**src/rtl/free_addr_pool_ctrl.sv**
```systemverilog
// Free-address pool controller: round-robin arbitration of allocators (pool reads)
// and releasers (pool writes) around a shared free-list FIFO. The last RESERVE
// addresses are kept for priority allocators.
module free_addr_pool_ctrl #(
  parameter int                 N_ALLOC    = 4,
  parameter int                 N_REL      = 2,
  parameter int                 ADDR_WIDTH = 6,
  parameter int                 RESERVE    = 4,
  parameter logic [N_ALLOC-1:0] PRIO_MASK  = 4'b0001
) (
  input  logic                          clk,
  input  logic                          rst_n,
  input  logic [N_ALLOC-1:0]            alloc_req,
  output logic [N_ALLOC-1:0]            alloc_gnt,
  output logic [ADDR_WIDTH-1:0]         alloc_addr,
  input  logic [N_REL-1:0]              rel_valid,
  input  logic [N_REL*ADDR_WIDTH-1:0]   rel_addr,
  output logic [N_REL-1:0]              rel_ready,
  output logic                          pool_rd_en,
  input  logic [ADDR_WIDTH-1:0]         pool_rd_data,
  output logic                          pool_wr_en,
  output logic [ADDR_WIDTH-1:0]         pool_wr_data,
  input  logic                          pool_empty,
  input  logic                          pool_full,
  input  logic [ADDR_WIDTH:0]           pool_count,
  output logic [ADDR_WIDTH:0]           in_use,
  output logic                          ovf_err,
  output logic                          starve_err
);

  localparam int AIW = (N_ALLOC > 1) ? $clog2(N_ALLOC) : 1;
  localparam int RIW = (N_REL > 1) ? $clog2(N_REL) : 1;
  localparam logic [ADDR_WIDTH:0] DEPTH       = {1'b1, {ADDR_WIDTH{1'b0}}};
  localparam logic [ADDR_WIDTH:0] RESERVE_LVL = (ADDR_WIDTH+1)'(RESERVE);
  localparam logic [ADDR_WIDTH:0] CNT_MAX     = '1;

  logic                  pending_reg;
  logic [AIW-1:0]        pend_idx_reg;
  logic [AIW-1:0]        alloc_ptr_reg, alloc_ptr_next;
  logic [RIW-1:0]        rel_ptr_reg, rel_ptr_next;
  logic [ADDR_WIDTH-1:0] addr_hold_reg;
  logic [ADDR_WIDTH:0]   starve_cnt_reg, starve_cnt_next;
  logic                  ovf_err_reg, starve_err_reg;

  logic [N_ALLOC-1:0]    alloc_elig;
  logic                  above_reserve;
  logic                  alloc_found;
  logic [AIW-1:0]        alloc_sel, alloc_cand;
  logic                  rel_found, rel_take;
  logic [RIW-1:0]        rel_sel, rel_cand;
  logic [ADDR_WIDTH-1:0] rel_slice [N_REL];

  assign above_reserve = pool_count > RESERVE_LVL;

  // A requester already receiving its grant pulse is masked so it cannot win twice.
  genvar gi;
  generate
    for (gi = 0; gi < N_ALLOC; gi++) begin : g_alloc
      assign alloc_elig[gi] = alloc_req[gi] & ~pool_empty & (above_reserve | PRIO_MASK[gi])
                              & ~(pending_reg && (pend_idx_reg == AIW'(gi)));
      assign alloc_gnt[gi]  = pending_reg && (pend_idx_reg == AIW'(gi));
    end
    for (gi = 0; gi < N_REL; gi++) begin : g_rel
      assign rel_slice[gi] = rel_addr[gi*ADDR_WIDTH +: ADDR_WIDTH];
      assign rel_ready[gi] = rel_take && rst_n && (rel_sel == RIW'(gi));
    end
  endgenerate

  // Allocation arbiter: first eligible requester at or after alloc_ptr.
  always_comb begin
    alloc_found = 1'b0;
    alloc_sel   = '0;
    alloc_cand  = '0;
    for (int k = 0; k < N_ALLOC; k++) begin
      alloc_cand = AIW'((int'(alloc_ptr_reg) + k) % N_ALLOC);
      if (!alloc_found && alloc_elig[alloc_cand]) begin
        alloc_found = 1'b1;
        alloc_sel   = alloc_cand;
      end
    end
    alloc_ptr_next = AIW'((int'(alloc_sel) + 1) % N_ALLOC);
  end

  // Release arbiter: first valid releaser at or after rel_ptr; refused while the pool is full.
  always_comb begin
    rel_found = 1'b0;
    rel_sel   = '0;
    rel_cand  = '0;
    for (int k = 0; k < N_REL; k++) begin
      rel_cand = RIW'((int'(rel_ptr_reg) + k) % N_REL);
      if (!rel_found && rel_valid[rel_cand]) begin
        rel_found = 1'b1;
        rel_sel   = rel_cand;
      end
    end
    rel_take     = rel_found & ~pool_full;
    rel_ptr_next = RIW'((int'(rel_sel) + 1) % N_REL);
  end

  // Starvation counter: counts blocked request cycles, saturating, cleared by any grant.
  always_comb begin
    starve_cnt_next = starve_cnt_reg;
    if (alloc_found)
      starve_cnt_next = '0;
    else if (|alloc_req && starve_cnt_reg != CNT_MAX)
      starve_cnt_next = starve_cnt_reg + 1'b1;
  end

  // Allocation pipeline: stage-0 decision registered into the grant stage.
  always_ff @(posedge clk or negedge rst_n) begin
    if (!rst_n) begin
      pending_reg   <= 1'b0;
      pend_idx_reg  <= '0;
      alloc_ptr_reg <= '0;
      addr_hold_reg <= '0;
    end else begin
      pending_reg <= alloc_found;
      if (alloc_found) begin
        pend_idx_reg  <= alloc_sel;
        alloc_ptr_reg <= alloc_ptr_next;
      end
      if (pending_reg)
        addr_hold_reg <= pool_rd_data;
    end
  end

  // Release pointer advances only on an accepted release.
  always_ff @(posedge clk or negedge rst_n) begin
    if (!rst_n)
      rel_ptr_reg <= '0;
    else if (rel_take)
      rel_ptr_reg <= rel_ptr_next;
  end

  // Sticky error flags and the starvation counter.
  always_ff @(posedge clk or negedge rst_n) begin
    if (!rst_n) begin
      ovf_err_reg    <= 1'b0;
      starve_err_reg <= 1'b0;
      starve_cnt_reg <= '0;
    end else begin
      starve_cnt_reg <= starve_cnt_next;
      if (|rel_valid && pool_full)
        ovf_err_reg <= 1'b1;
      if (starve_cnt_next > DEPTH)
        starve_err_reg <= 1'b1;
    end
  end

  // Pool read data arrives in the grant cycle, so it is passed straight through then held.
  assign alloc_addr   = pending_reg ? pool_rd_data : addr_hold_reg;
  assign pool_rd_en   = alloc_found & rst_n;
  assign pool_wr_en   = rel_take & rst_n;
  assign pool_wr_data = rel_slice[rel_sel];
  assign in_use       = DEPTH - pool_count;
  assign ovf_err      = ovf_err_reg;
  assign starve_err   = starve_err_reg;

endmodule

```
**config.mk**
```make
export PLATFORM = sky130hd
export DESIGN_NAME = free_addr_pool_ctrl
export DESIGN_NICKNAME = d
export VERILOG_FILES = /design/src/rtl/free_addr_pool_ctrl.sv
export SDC_FILE = /design/constraint.sdc
export NUM_CORES = 1
export LEC_CHECK = 0
export ABC_AREA = 1
export CAP_MARGIN = 10
export CORE_MARGIN = 2
export CORE_UTILIZATION = 39
export CTS_CLUSTER_SIZE = 14
export DETAILED_ROUTE_END_ITERATION = 10
export HOLD_SLACK_MARGIN = 0.08
export PLACE_DENSITY = 0.76
export SLEW_MARGIN = 30
export SYNTH_ARGS = -nofsm -noshare
export SYNTH_HDL_FRONTEND = slang
export SYNTH_SLANG_ARGS = --single-unit
```
**constraint.sdc**
```tcl
create_clock -name clk -period 1.8 [get_ports clk]
set_input_delay 0.36 -clock clk [delete_from_list [all_inputs] [get_ports clk]]
set_output_delay 0.36 -clock clk [all_outputs]
set_load 0.01 [all_outputs]
```
-- Yosys cells after proc, flatten, opt, wreduce, memory -nomap -nowiden
Cells that the tools add are included.
- output and inout bits: 29
- logic and storage cells: 101
- flip-flop bits (word level): 21
- bits of input ports: 35
- equal/unequal tests: 4
- muxes and demuxes: 30
- reductions and logical operators: 20
- $add $sub $neg: 8
- bitwise operators: 22
- order comparisons: 9
- operators with widths (cell ; count):
    2-to-1 mux 6 bit ; 4
    2-to-1 mux 1 bit ; 16
    bitwise AND 1 bit ; 14
    2-to-1 mux 7 bit ; 2
    logical AND 1 bit ; 13
    < comparator 2 x 3 -> 1 bit (second input constant) ; 4
    binary-select mux 1 bit (select 2 bit) ; 4
    2-to-1 mux 2 bit ; 4
    adder 7 x 1 -> 7 bit (second input constant) ; 1
    > comparator 7 x 3 -> 1 bit (second input constant) ; 1
    > comparator 7 bit (second input constant) ; 1
    inequality test 7 bit (second input constant) ; 1
    NOT 1 bit ; 7
    subtractor 7 bit (first input constant) ; 1
    adder 2 x 1 -> 2 bit (second input constant) ; 2
    adder 2 bit (second input constant) ; 2
    equality test 2 bit (second input constant) ; 2
    logical NOT 1 bit ; 4
    < comparator 1 x 2 -> 1 bit (second input constant) ; 2
    OR reduction 4 bit ; 1
    adder 1 bit (second input constant) ; 2
    equality test 2 x 1 -> 1 bit (second input constant) ; 1
    >= comparator 2 bit (second input constant) ; 1
    logical NOT 2 bit ; 1
    other kinds (2) ; 2

-- Longest topological paths before layout
- word-level depth: 18
- depth in mapped cells: 16
- gate-level depth less buffers: 16

-- Worst setup path before layout
OpenSTA, ideal clock, no wires.
- path kind: input-to-output
- start point: input pool_count[0]
- end point: output pool_rd_en
- required time: 1.440 ns
- stages: 11
- slack: 0.010 ns
- arrival time: 1.430 ns
- path buffers: 0
- cells stage by stage: inv_1 -> ha_1 -> inv_1 -> nand2_1 -> nand3_2 -> nand3_1 -> nand3_1 -> nand2_4 -> nand3_4 -> nor2_4 -> nor2_1
- word-level cells in the longest chain between the ends: 16
- elaborated cells between the ends (all ways): 26
- classes of those cells: 1 x order compare; 12 x mux; 7 x bitwise; 6 x reduce/logical
- RTL lines (item ; line ; source):
    start: declaration ; 25 ; input logic [ADDR_WIDTH:0] pool_count,
    > comparator 7 x 3 -> 1 bit * ; 53 ; assign above_reserve = pool_count > RESERVE_LVL;
    bitwise AND 1 bit ; 59 ; assign alloc_elig[gi] = alloc_req[gi] & ~pool_empty & (above_reserve | PRIO_MASK[gi])
    bitwise AND 1 bit ; 60 ; & ~(pending_reg && (pend_idx_reg == AIW'(gi)));
    binary-select mux 1 bit (select 2 bit) ; 76 ; if (!alloc_found && alloc_elig[alloc_cand]) begin
    2-to-1 mux 1 bit (not written as such) ; 76 ;
    2-to-1 mux 1 bit ; 76 ;
    logical NOT 1 bit ; 76 ;
    logical AND 1 bit ; 76 ;
    2-to-1 mux 1 bit ; 76 ;
    logical NOT 1 bit ; 76 ;
    logical AND 1 bit ; 76 ;
    2-to-1 mux 1 bit ; 76 ;
    logical NOT 1 bit ; 76 ;
    logical AND 1 bit ; 76 ;
    2-to-1 mux 1 bit * ; 76 ;
    bitwise AND 1 bit * ; 152 ; assign pool_rd_en = alloc_found & rst_n;
    end: declaration ; 19 ; output logic pool_rd_en,
Every way passes the cells marked *; elsewhere a longest branch is shown, timed or not. The select of a mux whose other input is x is not followed.

-- Worst setup path in the final report
- start point: input alloc_req[0]
- end point: output pool_rd_en
- word-level cells in the longest chain between the ends: 15
- elaborated cells between the ends (all ways): 21
- classes of those cells: 12 x mux; 3 x bitwise; 6 x reduce/logical
- RTL lines (item ; line ; source):
    start: declaration ; 13 ; input logic [N_ALLOC-1:0] alloc_req,
    bitwise AND 1 bit * ; 59 ;
    bitwise AND 1 bit * ; 60 ;
    binary-select mux 1 bit (select 2 bit) ; 76 ;
    2-to-1 mux 1 bit (not written as such) ; 76 ;
    2-to-1 mux 1 bit ; 76 ;
    logical NOT 1 bit ; 76 ;
    logical AND 1 bit ; 76 ;
    2-to-1 mux 1 bit ; 76 ;
    logical NOT 1 bit ; 76 ;
    logical AND 1 bit ; 76 ;
    2-to-1 mux 1 bit ; 76 ;
    logical NOT 1 bit ; 76 ;
    logical AND 1 bit ; 76 ;
    2-to-1 mux 1 bit * ; 76 ;
    bitwise AND 1 bit * ; 152 ;
Marked as above.

==> results.toml <==
[run_status]
status = "finished with violations"
violations = "negative setup slack"

[floorplan]
die_y_um = 68.33
core_um2 = 4000
boundaryPins = 64
fp.dieArea_um2 = 4669
rows = 23
initial_utilization_pct = 40.35
die-width_um = 68.33

[finish]
drive_gt1_share_pct = 47.71
layout_commonest_cell = "buf_4"
layout.nets = 388
area.growth.synth_to_final_pct = 82.95
diodes = 0
largest_reg_flops = 7
post-route-util_pct = 73.82
final_cell_mix = "buf_4 (60), nand2_1 (45), inv_1 (31), clkdlybuf4s50_1 (24), dfrtp_1 (18)"
fin_area_um2 = 2953
stdcell_count = 400

[worst_setup_path]
cp.required_ns = 1.44
critPathLaunchType = "primary input"
critPathCaptureType = "output pin"
slowest_delay_ns = 0.54
crit_chain = "clkdlybuf4s50_1 > nand4_1 > nand3_2 > nand2_2 > nand3_4 > nor2_4 > nor2_1 > buf_2"
cp_max_fo = 3
crit_slowest_cell = "clkdlybuf4s50_1"
criticalPathCategory = "in -> out"
crit_arrival_ns = 1.69
r2r_cells = 11

[yosys]
synth_nets = 259
synth_area_um2 = 1614
ys_warn_count = 0
yosysUniqueCellTypes = 29
syn_area_per_cell_um2 = 7.270
ys_ff_latch = 21
netlist_instances = 222
ys_seq_area_share_pct = 32.56

[clocking]
clkLatencyLatePin_ns = 0.26
cts_max_level = 1
cts_max_path_buffers = 2
clk_pin_slew_ns = 0.08
cts_tree = "built"
cts.sinks = 21
numCtsBuffers = 3
clockRootBuffer = "clkbuf_8"

[global_routing]
grt_pass1_vias = 1884
antenna_found_initial = 0
grt_pass1_wl_um = 8197
grtUsageTotal_pct = 23.29
grt-ovfl-total = 0
grt_max_degree = 17

[route]
wl_per_cell_um = 14.31
via_per_inst = 4.888
route.detailed.drc = 0
drt_iter0_markers = 121
ant_nets = 0
num_vias = 1955
dr.pass1.iters = 4
drt-total-wl_um = 5723

[min_path]
hold_path.class = "in -> async"

[timing]
relSlewSlack_pct = 77.66
finalSetupViolCount = 13
final.period_utilization_pct = 114.0
clock_skew_ns = 0.006280
grt_setup_unrepaired = "true"
tns_ns = -2.738
worst_hold_slack_ns = 0.1934
max_freq_mhz = 487.3
layout_min_cycle_time_ns = 2.052
worst_pin_slew_ns = 0.3316
finalMaxSlewViolations = 0
timing_hold_violations_final = 0
setup_slack_ns = -0.2522

[place]
dpl_worst_slack_ns = -1.023
placed_area_um2 = 2623
dp_hpwl_um = 3563
io_buffers = 63
dp.cells = 378
gp_congestion = 0.7884

[power]
net-switching-power_mw = 1.901
p_total_mw = 4.098
clock_power_share_pct = 7.5
p_int_mw = 2.197
p_seq_share_pct = 17.0
pwr-share-comb_pct = 75.5
ir_drop_uv = 1096
switching_share_pct = 46.39
powerDensity_nw_per_um2 = 1388
p_leak_nw = 1.499

[run]
drv_cap = 0
## repair_timing
item,CTS,global route
pin swaps,30,23
setup buffers,12,9
gates resized for setup,134,52
setup endpoints to repair,40,27
gates cloned,0,0
hold buffers,0,0
## worst paths after layout
path | from | endpoint | slack (ns)
max in group asynchronous | rst_n | alloc_ptr_reg[0]$_DFFE_PN0N_ | 1.32
max reg2reg | pend_idx_reg[0]$_DFFE_PN0N_ | pend_idx_reg[1]$_DFFE_PN0N_ | -0.22
min reg2reg | ovf_err$_DFFE_PN0P_ | ovf_err$_DFFE_PN0P_ | 0.49
min in group clk | ovf_err$_DFFE_PN0P_ | ovf_err$_DFFE_PN0P_ | 0.49
min | rst_n | starve_cnt_reg[3]$_DFF_PN0_ | 0.19
max | alloc_req[0] | pool_rd_en | -0.25
## cell type report
class	instances	area (um2)
inverters	42	170.2
fillers	251	1047
multi-input cells	154	1122
clock buffers	4	45.04
repair buffers	129	1023
flip-flops and latches	21	529.3
well taps	50	62.56
## cells in the mapped netlist
cell	n	share of area, %
nand2_4	2	1.4
nand3_4	1	1.1
nor3_1	2	0.62
nor2_1	19	4.4
nand2_1	52	12
nand4_1	5	1.9
o21bai_1	1	0.47
dfrtp_1	21	33
a21oi_1	2	0.62
nor2_2	2	0.78
xor2_1	4	2.2
inv_1	40	9.3
nor3b_1	1	0.47
nor2_4	3	2.1
buf_4	3	1.4
nand3_1	22	6.8
nand2_2	3	1.2
mux2_2	6	4.2
o21ai_2	1	0.54
xor2_2	1	1.0
ha_1	2	1.6
inv_2	2	0.47
buf_6	2	1.4
nand3_2	7	4.3
nand4_2	1	0.78
o21ai_0	10	3.1
xnor2_1	4	2.2
o21ai_1	2	0.62
o211ai_1	1	0.47
## cell families (layout without fill, tap and decap cells)
family | after synthesis | in the layout | synth area share (%)
mux | 6 | 6 | 4.186
fa+ha+maj | 2 | 2 | 1.550
simple gates | 120 | 120 | 37.99
buf+inv | 47 | 175 | 12.56
xor+xnor | 9 | 9 | 5.349
compound gates | 17 | 17 | 5.815
flops | 21 | 21 | 32.56
## power by group through the flow
stage	clock [mW]	sequential, mW	combinational, mW
2_1_floorplan	0	0.642	1.37
3_3_place_gp	0	0.677	2.36
3_5_place_dp	0	0.682	2.41
4_1_cts	0.309	0.678	2.74
5_1_grt	0.335	0.710	3.32
6_report	0.306	0.698	3.09
## layer usage
layer | track usage (%) | wire (um) | vias to the layer above
met5 | 0 | 0 | -
met4 | 6.750 | 127 | 0
met3 | 3.125 | 192 | 12
met2 | 41.63 | 3127 | 53
met1 | 29.04 | 2276 | 937
li1 | - | - | 953
## critical path: cells and delay by family
family	cells	cell delay (ns)
simple gates	6	0.67
buf+inv	2	0.67
(Power assumes the default switching activity.)
